--- src/rtl/zorro_irq_ctrl.sv ---
`default_nettype none
//------------------------------------------------------------------------------
//  Module      : zorro_irq_ctrl
//  Description : Multi-source Zorro interrupt controller. Synchronises NUM_SRC
//                low-active interrupt sources into a pending register and
//                gates them through a mask to drive the combined interrupt
//                request. Serves a four-entry register window:
//                  0 PEND   pending bits, W1C for edge-mode sources
//                  1 MASK   1 = source enabled
//                  2 MODE   1 = falling-edge triggered, 0 = level
//                  3 VECTOR quick-interrupt vector base
//                It also answers Zorro III quick-interrupt cycles with
//                VECTOR + index of the lowest pending, enabled source.
//  Ports       : clk, IORST_n             clock / async active-low reset
//                intreg_cycle, FCS_n, DOE, DS0_n, READ, reg_sel, din
//                                          register window bus inputs
//                quickint_cycle           qualified quick-interrupt cycle
//                dout, data_read          read / vector data and its enable
//                dtack, slave             cycle acknowledge, SLAVE request
//                src_n                    raw sources, low active, async
//                int_sig                  interrupt request, 1 = assert
//  Revision    : 1.0  initial release
//------------------------------------------------------------------------------
module zorro_irq_ctrl #(
   parameter int         NUM_SRC    = 4,
   parameter int         DTACK_WAIT = 2,
   parameter logic [7:0] VEC_RESET  = 8'h40,
   parameter bit         AUTO_CLEAR = 1'b1
) (
   input  logic               clk,
   input  logic               IORST_n,
   input  logic               intreg_cycle,
   input  logic               FCS_n,
   input  logic               DOE,
   input  logic               DS0_n,
   input  logic               READ,
   input  logic [1:0]         reg_sel,
   input  logic [7:0]         din,
   output logic [7:0]         dout,
   output logic               data_read,
   output logic               dtack,
   input  logic               quickint_cycle,
   output logic               slave,
   input  logic [NUM_SRC-1:0] src_n,
   output logic               int_sig
);

   localparam logic [2:0] c_IDLE  = 3'd0;
   localparam logic [2:0] c_WAIT  = 3'd1;
   localparam logic [2:0] c_ACK   = 3'd2;
   localparam logic [2:0] c_QWAIT = 3'd3;
   localparam logic [2:0] c_QACK  = 3'd4;

   localparam logic [3:0] c_WAIT_LOAD = 4'(DTACK_WAIT);

   // Source conditioning
   logic [NUM_SRC-1:0] r_sync1;
   logic [NUM_SRC-1:0] r_sync2;
   logic [NUM_SRC-1:0] r_src_d;
   logic [NUM_SRC-1:0] w_edge;

   // Register file
   logic [NUM_SRC-1:0] r_pend;
   logic [NUM_SRC-1:0] r_mask;
   logic [NUM_SRC-1:0] r_mode;
   logic [7:0]         r_vector;
   logic [NUM_SRC-1:0] w_pend_nxt;
   logic [NUM_SRC-1:0] w_pm;

   // Bus FSM
   logic [2:0] r_state;
   logic [2:0] w_next;
   logic [3:0] r_cnt;
   logic       w_reg_qual;
   logic       w_q_qual;
   logic       w_commit;
   logic       w_aclr;

   // Quick-interrupt selection
   logic [2:0] w_low_idx;
   logic [7:0] w_qvec_new;
   logic [2:0] r_qidx;
   logic [7:0] r_qvec;
   logic [7:0] w_rdata;

   //---------------------------------------------------------------------------
   // Synchroniser and falling-edge detector. All stages reset to the inactive
   // level so that releasing reset never fakes an edge.
   //---------------------------------------------------------------------------
   always_ff @(posedge clk or negedge IORST_n) begin
      if (!IORST_n) begin
         r_sync1 <= '1;
         r_sync2 <= '1;
         r_src_d <= '1;
      end else begin
         r_sync1 <= src_n;
         r_sync2 <= r_sync1;
         r_src_d <= r_sync2;
      end
   end

   assign w_edge = r_src_d & ~r_sync2;
   assign w_pm   = r_pend & r_mask;

   //---------------------------------------------------------------------------
   // Bus FSM next-state. The quick-interrupt qualifier is tested first so it
   // wins when both cycle types appear in the same clock.
   //---------------------------------------------------------------------------
   assign w_reg_qual = intreg_cycle & ~FCS_n & DOE & ~DS0_n;
   assign w_q_qual   = quickint_cycle & int_sig & ~FCS_n;

   always_comb begin
      w_next = r_state;
      case (r_state)
         c_IDLE: begin
            if (w_q_qual)        w_next = c_QWAIT;
            else if (w_reg_qual) w_next = c_WAIT;
         end
         c_WAIT: begin
            if (FCS_n)             w_next = c_IDLE;
            else if (r_cnt == 4'd0) w_next = c_ACK;
         end
         c_ACK: begin
            if (FCS_n || !intreg_cycle) w_next = c_IDLE;
         end
         c_QWAIT: begin
            if (FCS_n)             w_next = c_IDLE;
            else if (r_cnt == 4'd0) w_next = c_QACK;
         end
         c_QACK: begin
            if (FCS_n) w_next = c_IDLE;
         end
         default: w_next = c_IDLE;
      endcase
   end

   // A write takes effect only on the WAIT->ACK transition, so it lands once
   // per cycle and is lost if the master aborts before acknowledge.
   assign w_commit = (r_state == c_WAIT) && (w_next == c_ACK) && !READ;
   assign w_aclr   = AUTO_CLEAR && (r_state == c_QWAIT) && (w_next == c_QACK);

   always_ff @(posedge clk or negedge IORST_n) begin
      if (!IORST_n) begin
         r_state <= c_IDLE;
         r_cnt   <= 4'd0;
      end else begin
         r_state <= w_next;
         if (r_state == c_IDLE)
            r_cnt <= c_WAIT_LOAD;
         else if ((r_state == c_WAIT || r_state == c_QWAIT) && r_cnt != 4'd0)
            r_cnt <= r_cnt - 4'd1;
      end
   end

   //---------------------------------------------------------------------------
   // Lowest pending, enabled source and the resulting vector (8-bit wrap).
   //---------------------------------------------------------------------------
   always_comb begin
      w_low_idx = 3'd0;
      for (int i = NUM_SRC - 1; i >= 0; i--) begin
         if (w_pm[i]) w_low_idx = 3'(i);
      end
   end

   assign w_qvec_new = r_vector + {5'd0, w_low_idx};

   // The source index and vector are frozen on entry so the cycle completes
   // consistently even if the request goes away mid-cycle.
   always_ff @(posedge clk or negedge IORST_n) begin
      if (!IORST_n) begin
         r_qidx <= 3'd0;
         r_qvec <= 8'd0;
      end else if (r_state == c_IDLE && w_next == c_QWAIT) begin
         r_qidx <= w_low_idx;
         r_qvec <= w_qvec_new;
      end
   end

   //---------------------------------------------------------------------------
   // Pending bits. Level sources mirror the synchronised level; edge sources
   // set on a falling edge, which outranks a simultaneous W1C or auto-clear.
   //---------------------------------------------------------------------------
   always_comb begin
      w_pend_nxt = r_pend;
      for (int i = 0; i < NUM_SRC; i++) begin
         if (!r_mode[i])
            w_pend_nxt[i] = ~r_sync2[i];
         else if (w_edge[i])
            w_pend_nxt[i] = 1'b1;
         else if ((w_commit && reg_sel == 2'd0 && din[i]) ||
                  (w_aclr && r_qidx == 3'(i)))
            w_pend_nxt[i] = 1'b0;
      end
   end

   always_ff @(posedge clk or negedge IORST_n) begin
      if (!IORST_n) begin
         r_pend   <= '0;
         r_mask   <= '0;
         r_mode   <= '0;
         r_vector <= VEC_RESET;
         int_sig  <= 1'b0;
      end else begin
         r_pend  <= w_pend_nxt;
         int_sig <= |w_pm;
         if (w_commit) begin
            case (reg_sel)
               2'd1:    r_mask   <= din[NUM_SRC-1:0];
               2'd2:    r_mode   <= din[NUM_SRC-1:0];
               2'd3:    r_vector <= din;
               default: ;
            endcase
         end
      end
   end

   //---------------------------------------------------------------------------
   // Read mux; unimplemented upper bits read as zero.
   //---------------------------------------------------------------------------
   always_comb begin
      w_rdata = 8'd0;
      case (reg_sel)
         2'd0:    w_rdata[NUM_SRC-1:0] = r_pend;
         2'd1:    w_rdata[NUM_SRC-1:0] = r_mask;
         2'd2:    w_rdata[NUM_SRC-1:0] = r_mode;
         default: w_rdata              = r_vector;
      endcase
   end

   //---------------------------------------------------------------------------
   // Registered bus outputs, derived from the state being entered so they
   // change on the same edge as the FSM.
   //---------------------------------------------------------------------------
   always_ff @(posedge clk or negedge IORST_n) begin
      if (!IORST_n) begin
         dout      <= 8'd0;
         data_read <= 1'b0;
         dtack     <= 1'b0;
         slave     <= 1'b0;
      end else begin
         dtack <= (w_next == c_ACK) || (w_next == c_QACK);
         slave <= (w_next == c_QWAIT) || (w_next == c_QACK);
         case (w_next)
            c_WAIT, c_ACK: begin
               data_read <= READ;
               dout      <= w_rdata;
            end
            c_QWAIT, c_QACK: begin
               data_read <= 1'b1;
               dout      <= (r_state == c_IDLE) ? w_qvec_new : r_qvec;
            end
            default: begin
               data_read <= 1'b0;
               dout      <= 8'd0;
            end
         endcase
      end
   end

endmodule
`default_nettype wire
--- config.mk ---
export PLATFORM = sky130hd
export DESIGN_NAME = zorro_irq_ctrl
export DESIGN_NICKNAME = d
export VERILOG_FILES = /design/src/rtl/zorro_irq_ctrl.sv
export SDC_FILE = /design/constraint.sdc
export NUM_CORES = 1
export LEC_CHECK = 0
export CORE_ASPECT_RATIO = 0.7
export CORE_MARGIN = 2
export CORE_UTILIZATION = 50
export DETAILED_ROUTE_END_ITERATION = 12
export PLACE_DENSITY = 0.79
export SETUP_SLACK_MARGIN = 0.05
export SYNTH_ARGS = -nofsm -noshare
export SYNTH_HDL_FRONTEND = slang
export SYNTH_SLANG_ARGS = --single-unit
--- constraint.sdc ---
create_clock -name clk -period 2.6 [get_ports clk]
set_input_delay 0.39 -clock clk [delete_from_list [all_inputs] [get_ports clk]]
set_output_delay 0.39 -clock clk [all_outputs]
set_load 0.1 [all_outputs]
; Yosys cells after proc, flatten, opt, wreduce, memory -nomap -nowiden
; Index checks and enable logic that the tools add are counted.
[word_totals]
regBits = 62
input_bits = 22
out_inout_bits = 12
[classes]
n_addsub = 2
eq_ne = 18
muxes = 32
n_bitwise = 14
n_reduce_logical = 37
[ops]
columns = operator, n
row1 = 2-to-1 mux 3 bit, 11
row2 = equality test 3 x 2 -> 1 bit (second input constant), 6
row3 = one-hot mux 8 bit (2 select lines), 1
row4 = one-hot mux 3 bit (5 select lines), 1
row5 = logical AND 1 bit, 14
row6 = 2-to-1 mux 1 bit, 12
row7 = 2-to-1 mux 4 bit, 3
row8 = inequality test 3 x 2 -> 1 bit (second input constant), 4
row9 = one-hot mux 4 bit (3 select lines), 1
row10 = equality test 3 x 1 -> 1 bit (second input constant), 3
row11 = adder 8 x 3 -> 8 bit, 1
row12 = AND 4 bit, 2
row13 = logical OR 1 bit, 8
row14 = 2-to-1 mux 8 bit, 1
row15 = equality test 3 bit (second input constant), 2
row16 = zero test 3 bit, 2
row17 = NOT 1 bit, 6
row18 = AND reduction 2 bit, 3
row19 = AND 1 bit, 5
row20 = equality test 2 bit (second input constant), 2
row21 = zero test 4 bit, 1
row22 = NOT 4 bit, 1
row23 = nonzero test 4 bit, 1
row24 = OR reduction 2 bit, 2
row25 = other kinds (9), 10

; Longest topological paths before layout
[depth]
ltp_word = 16
ltp_mapped = 10
mapped_depth_nobuf = 10

; Least setup slack after synthesis
; Ideal clock, no wire load.
[synth_path]
path_type = register to register
from = reg r_mask[2]
to = reg dout[6]
setup_time_ps = 122
t_arrival_ps = 1964
setup_slack_ps = 514
path_stages_with_launch = 11
n_path_buf = 0
period_less_slack_ps = 2086
cell_sequence = dfrtp_1 > nand2_1 > a32oi_1 > a21oi_1 > ha_1 > inv_1 > fa_1 > nor3_1 > xnor2_1 > a21oi_1 > a32o_1
[synth_between]
elab_chain_cells = 7
[synth_lines]
columns = element, line_no
row1 = "start, declared", 64  ; logic [NUM_SRC-1:0] r_mask;
row2 = "start signal, assigned", 208  ; 2'd1: r_mask <= din[NUM_SRC-1:0];
row3 = AND 4 bit, 103  ; assign w_pm = r_pend & r_mask;
row4 = 2-to-1 mux 3 bit (3 in a row), 161  ; if (w_pm[i]) w_low_idx = 3'(i);
row5 = via w_low_idx[0], 80  ; logic [2:0] w_low_idx;
row6 = adder 8 x 3 -> 8 bit, 165  ; assign w_qvec_new = r_vector + {5'd0, w_low_idx};
row7 = 2-to-1 mux 8 bit, 250  ; dout <= (r_state == c_IDLE) ? w_qvec_new : r_qvec;
row8 = one-hot mux 8 bit (2 select lines), 243  ; case (w_next)
row9 = "end signal, assigned", 246  ; dout <= w_rdata;
row10 = "end signal, assigned", 250
row11 = "end, declared", 39  ; output logic [7:0] dout,
; The timed path passes the listed nets, and every way through them passes these cells.
; A chain may end at the register's enable or synchronous reset.

; Final worst setup path
[layout_path]
from = reg r_pend[2]
to = reg dout[6]
[layout_between]
elab_chain_cells = 7
[layout_lines]
columns = element, line_no
row1 = "start, declared", 63  ; logic [NUM_SRC-1:0] r_pend;
row2 = "start signal, assigned", 204  ; r_pend <= w_pend_nxt;
row3 = AND 4 bit, 103
row4 = 2-to-1 mux 3 bit (3 in a row), 161
row5 = via w_low_idx[0], 80
row6 = adder 8 x 3 -> 8 bit, 165
row7 = 2-to-1 mux 8 bit, 250
row8 = one-hot mux 8 bit (2 select lines), 243
; The timed path passes the listed nets, and every way through them passes these cells.

==> impl_metrics.xml <==
<?xml version="1.0" encoding="UTF-8"?>
<metrics>
  <group name="power_and_ir_drop">
    <metric name="power.ir.vdd_worst" unit="V">0.000374</metric>
    <metric name="power_leakage" unit="nW">1.58</metric>
    <metric name="fin_total_pwr" unit="mW">1.94</metric>
    <metric name="power_per_cell_area" unit="nW/µm²">565</metric>
  </group>
  <group name="cts">
    <metric name="cell_at_the_root_of_the_clock_tree" unit="">clkbuf_8</metric>
    <metric name="max-clock-path-buffers" unit="">2</metric>
    <metric name="postCtsHoldBufs" unit="">0</metric>
    <metric name="htree_num_levels" unit="">3</metric>
    <metric name="cts_setup_buffers" unit="">0</metric>
    <metric name="cts_repair_resize_count" unit="">0</metric>
    <metric name="worst_skew_late_latency" unit="ns">0.34</metric>
    <metric name="clk_pin_slew_worst_paths" unit="ns">0.07</metric>
    <metric name="cts_tree" unit="">built</metric>
    <metric name="tritoncts.num_buffers" unit="">9</metric>
    <metric name="clkSinkCount" unit="">61</metric>
  </group>
  <group name="drt">
    <metric name="avgViaCountPerCell" unit="">5.57</metric>
    <metric name="vias" unit="">2060</metric>
    <metric name="drt.antenna.violating_nets" unit="">0</metric>
    <metric name="detail_route.first_pass.iterations" unit="">5</metric>
    <metric name="post_detailed_route_wirelength_per_cell" unit="µm">16.1</metric>
    <metric name="detail_route.wirelength" unit="µm">5940</metric>
    <metric name="route.detailed.drc" unit="">0</metric>
    <metric name="first_iter_violations" unit="">146</metric>
  </group>
  <group name="floorplanning">
    <metric name="io-pin-count" unit="">34</metric>
    <metric name="die_y" unit="µm">67.6</metric>
    <metric name="start_util" unit="%">51.2</metric>
    <metric name="core_region_area" unit="µm²">5640</metric>
    <metric name="number_of_rows_in_the_core_area" unit="">23</metric>
    <metric name="dieArea" unit="µm²">6410</metric>
    <metric name="die_width" unit="µm">94.8</metric>
  </group>
  <group name="synth">
    <metric name="post-synth-top-area-fraction" unit="%">41.6</metric>
    <metric name="post_synth.cell_area_avg" unit="µm²">11.5</metric>
    <metric name="post-synth-top-count-cell" unit="">dfrtp_1</metric>
    <metric name="synth_area" unit="µm²">2890</metric>
    <metric name="yosys-top-cells-area" unit="">dfrtp_1, dfstp_2, mux2_2, nand2_1, mux4_2</metric>
    <metric name="ys_seq_elements" unit="">61</metric>
    <metric name="synth.yosys.seq_area_share" unit="%">53.4</metric>
    <metric name="syn_inst" unit="">250</metric>
    <metric name="dominantRegCellSynth" unit="">dfrtp_1</metric>
    <metric name="yosys_warnings" unit="">0</metric>
    <metric name="synthArstFlopShare" unit="%">100</metric>
    <metric name="synth-edff-count" unit="">0</metric>
    <metric name="yosysTopAreaCell" unit="">dfrtp_1</metric>
    <metric name="postSynthNetCount" unit="">277</metric>
    <metric name="most_frequent_cells_after_synthesis" unit="">dfrtp_1, nand2_1, mux2_2</metric>
    <metric name="yosysUniqueCellTypes" unit="">55</metric>
  </group>
  <group name="setup_path">
    <metric name="cpPeakStageDelay" unit="ns">0.42</metric>
    <metric name="critPathCaptureType" unit="">register</metric>
    <metric name="crit_end" unit="">dout[6]</metric>
    <metric name="worstSetupStartpointType" unit="">register</metric>
    <metric name="r2r-end" unit="">dout[6]</metric>
    <metric name="critPathSlowestCell" unit="">dfrtp_1</metric>
    <metric name="maximum_fanout_encountered_on_the_critical_timing_path" unit="">4</metric>
    <metric name="cp_common_cell" unit="">a21oi_1</metric>
    <metric name="rr_startpoint" unit="">r_pend[2]</metric>
    <metric name="register_to_register_setup_slack" unit="ns">0.32</metric>
    <metric name="worst_setup_path_startpoint" unit="">r_pend[2]</metric>
    <metric name="worst_ep_required_time" unit="ns">2.84</metric>
    <metric name="rr_worst_depth" unit="">10</metric>
    <metric name="cp.arrival" unit="ns">2.51</metric>
    <metric name="crit_path_cell_trace" unit="">nand2_1 -&gt; a32oi_1 -&gt; a21oi_1 -&gt; ha_1 -&gt; inv_1 -&gt; fa_1 -&gt; nor3_1 -&gt; xnor2_1 -&gt; a21oi_1 -&gt; a32o_1</metric>
    <metric name="setup.worst_path.class" unit="">register to register</metric>
  </group>
  <group name="timing">
    <metric name="final_critical_path_setup_slack" unit="ns">0.322</metric>
    <metric name="maxClockFrequency" unit="GHz">0.439</metric>
    <metric name="period_minus_slack" unit="ns">2.28</metric>
    <metric name="hold_viol" unit="">0</metric>
    <metric name="timing.final.crit_share" unit="%">87.6</metric>
    <metric name="timing.hold.ws" unit="ns">0.0835</metric>
    <metric name="setup_violations" unit="">0</metric>
    <metric name="skew" unit="ns">0.00661</metric>
    <metric name="transition_at_the_pin_with_the_smallest_max_transition_slack" unit="ns">0.687</metric>
    <metric name="maxSlewViolCount" unit="">0</metric>
    <metric name="slew_headroom" unit="%">54.2</metric>
    <metric name="grt_setup_unrepaired" unit="">false</metric>
    <metric name="fin_setup_tns" unit="ns">0</metric>
  </group>
  <group name="placed_design">
    <metric name="place_worst_setup_slack" unit="ns">0.309</metric>
    <metric name="routability_congestion_estimate" unit="">0.899</metric>
    <metric name="placement.cell_area" unit="µm²">3250</metric>
    <metric name="dp_cells" unit="">354</metric>
    <metric name="placement.io_buffers" unit="">33</metric>
    <metric name="half_perimeter_wire_length_after_detailed_placement" unit="µm">4290</metric>
  </group>
  <group name="grt">
    <metric name="first_pass_grt_wire_length" unit="µm">9850</metric>
    <metric name="maximum_number_of_pins_on_one_net_before_global_route_repair" unit="">33</metric>
    <metric name="globalRouteOverflowTotal" unit="">0</metric>
    <metric name="antenna_found_initial" unit="">0</metric>
    <metric name="first_global_vias" unit="">1940</metric>
    <metric name="grt_usage" unit="%">21.1</metric>
  </group>
  <group name="finish">
    <metric name="finish.cell_count_without_fillers" unit="">370</metric>
    <metric name="area_delta_synth_final" unit="%">19.2</metric>
    <metric name="postLayoutCoreUtil" unit="%">61.0</metric>
    <metric name="drive_above_1_share" unit="%">27.1</metric>
    <metric name="antenna_cells" unit="">0</metric>
    <metric name="final_design_area_no_fill" unit="µm²">3440</metric>
    <metric name="num-nets-final" unit="">317</metric>
  </group>
  <group name="flow_run">
    <metric name="maxCapViolCount" unit="">0</metric>
  </group>
  <group name="hold_path">
    <metric name="hold_path.class" unit="">input port to asynchronous set/reset pin</metric>
  </group>
  <group name="outcome">
    <metric name="outcome" unit="">complete, no violations</metric>
  </group>
</metrics>
## per-layer routing
metal,global-route usage (%),wire length [µm],vias to the layer above
li1,-,-,974
met1,31.6,2980,1004
met2,28.3,2480,75
met3,8.26,455,7
met4,5.43,27,0
met5,0,0,-
## cell usage in the layout, fill, tap and decap left out, types with 2 or more instances in the layout
cell type and count:
a22oi_1 2, xor2_1 4, o21ai_0 9, nand4_1 2, buf_4 18, a22o_2 2, clkbuf_8 10, and4_1 3
clkdlybuf4s50_1 20, nor2_1 13, a32o_1 4, nand2_1 36, inv_1 8, dfstp_2 13, xnor2_1 5, nor2b_1 2
nand3_1 3, a31oi_1 2, mux2i_1 3, o2bb2ai_1 2, o21ai_2 2, o21ai_1 4, nor4_1 2, ha_1 4
a21o_1 3, mux2_2 16, clkinv_2 4, a32oi_1 2, dfrtp_1 48, o211ai_1 4, mux4_2 4, a21oi_1 10
nor3_1 6
## cell families (layout without fill, tap and decap cells)
kind of cell             Yosys count  count (layout)  share of synthesized area (%)
buffers and inverters             20              65                           4.33
flip-flops                        61              61                           53.4
AO/OA/AOI/OAI                     52              52                           12.9
AND/OR/NAND/NOR                   80              80                           13.7
XOR/XNOR                           9               9                           2.73
adder cells (fa/ha/maj)            5               5                           2.43
multiplexers                      23              23                           10.4
## registers in the layout, indices dropped and copies added, names as in the netlist
signal	flops
dout	8
r_qvec	8
r_vector	8
r_cnt	4
r_mask	4
r_mode	4
r_pend	4
r_src_d	4
r_sync1	4
r_sync2	4
r_state	3
r_qidx	2
data_read	1
dtack	1
int_sig	1
slave	1
## cell type report
class                   instances  area [µm²]
inverters                       9        33.8
well taps                      75        93.8
flip-flops and latches         61        1540
clock inverters                 5        50.0
clock buffers                  11         141
repair buffers                 40         360
fillers                       476        2200
multi-input cells             169        1220
## worst min path at each step
stage | to | slack, ns | cells after the start
finish | r_cnt[2] | 0.08 | 1
global route | r_cnt[2] | 0.11 | 1
CTS | r_cnt[2] | 0.1 | 1
detailed placement | r_sync2[3] | 0.35 | 0
global placement | r_sync2[2] | 0.35 | 0
floorplan | data_read | 0.09 | 0
## worst max-delay path, delay by kind of cell, from the launching register on
| family | cells | cell delay [ns] |
|---|---|---|
| adder cells (fa/ha/maj) | 2 | 0.61 |
| AND/OR/NAND/NOR | 2 | 0.33 |
| AO/OA/AOI/OAI | 4 | 0.58 |
| buffers and inverters | 1 | 0.06 |
| XOR/XNOR | 1 | 0.18 |
| flip-flops | 1 | 0.42 |
## power by group
part           switching, mW  internal, mW
registers             0.0111         0.974
logic                 0.0816        0.0598
clock network          0.356         0.462
No activity file was read; power rests on OpenSTA's default activity.
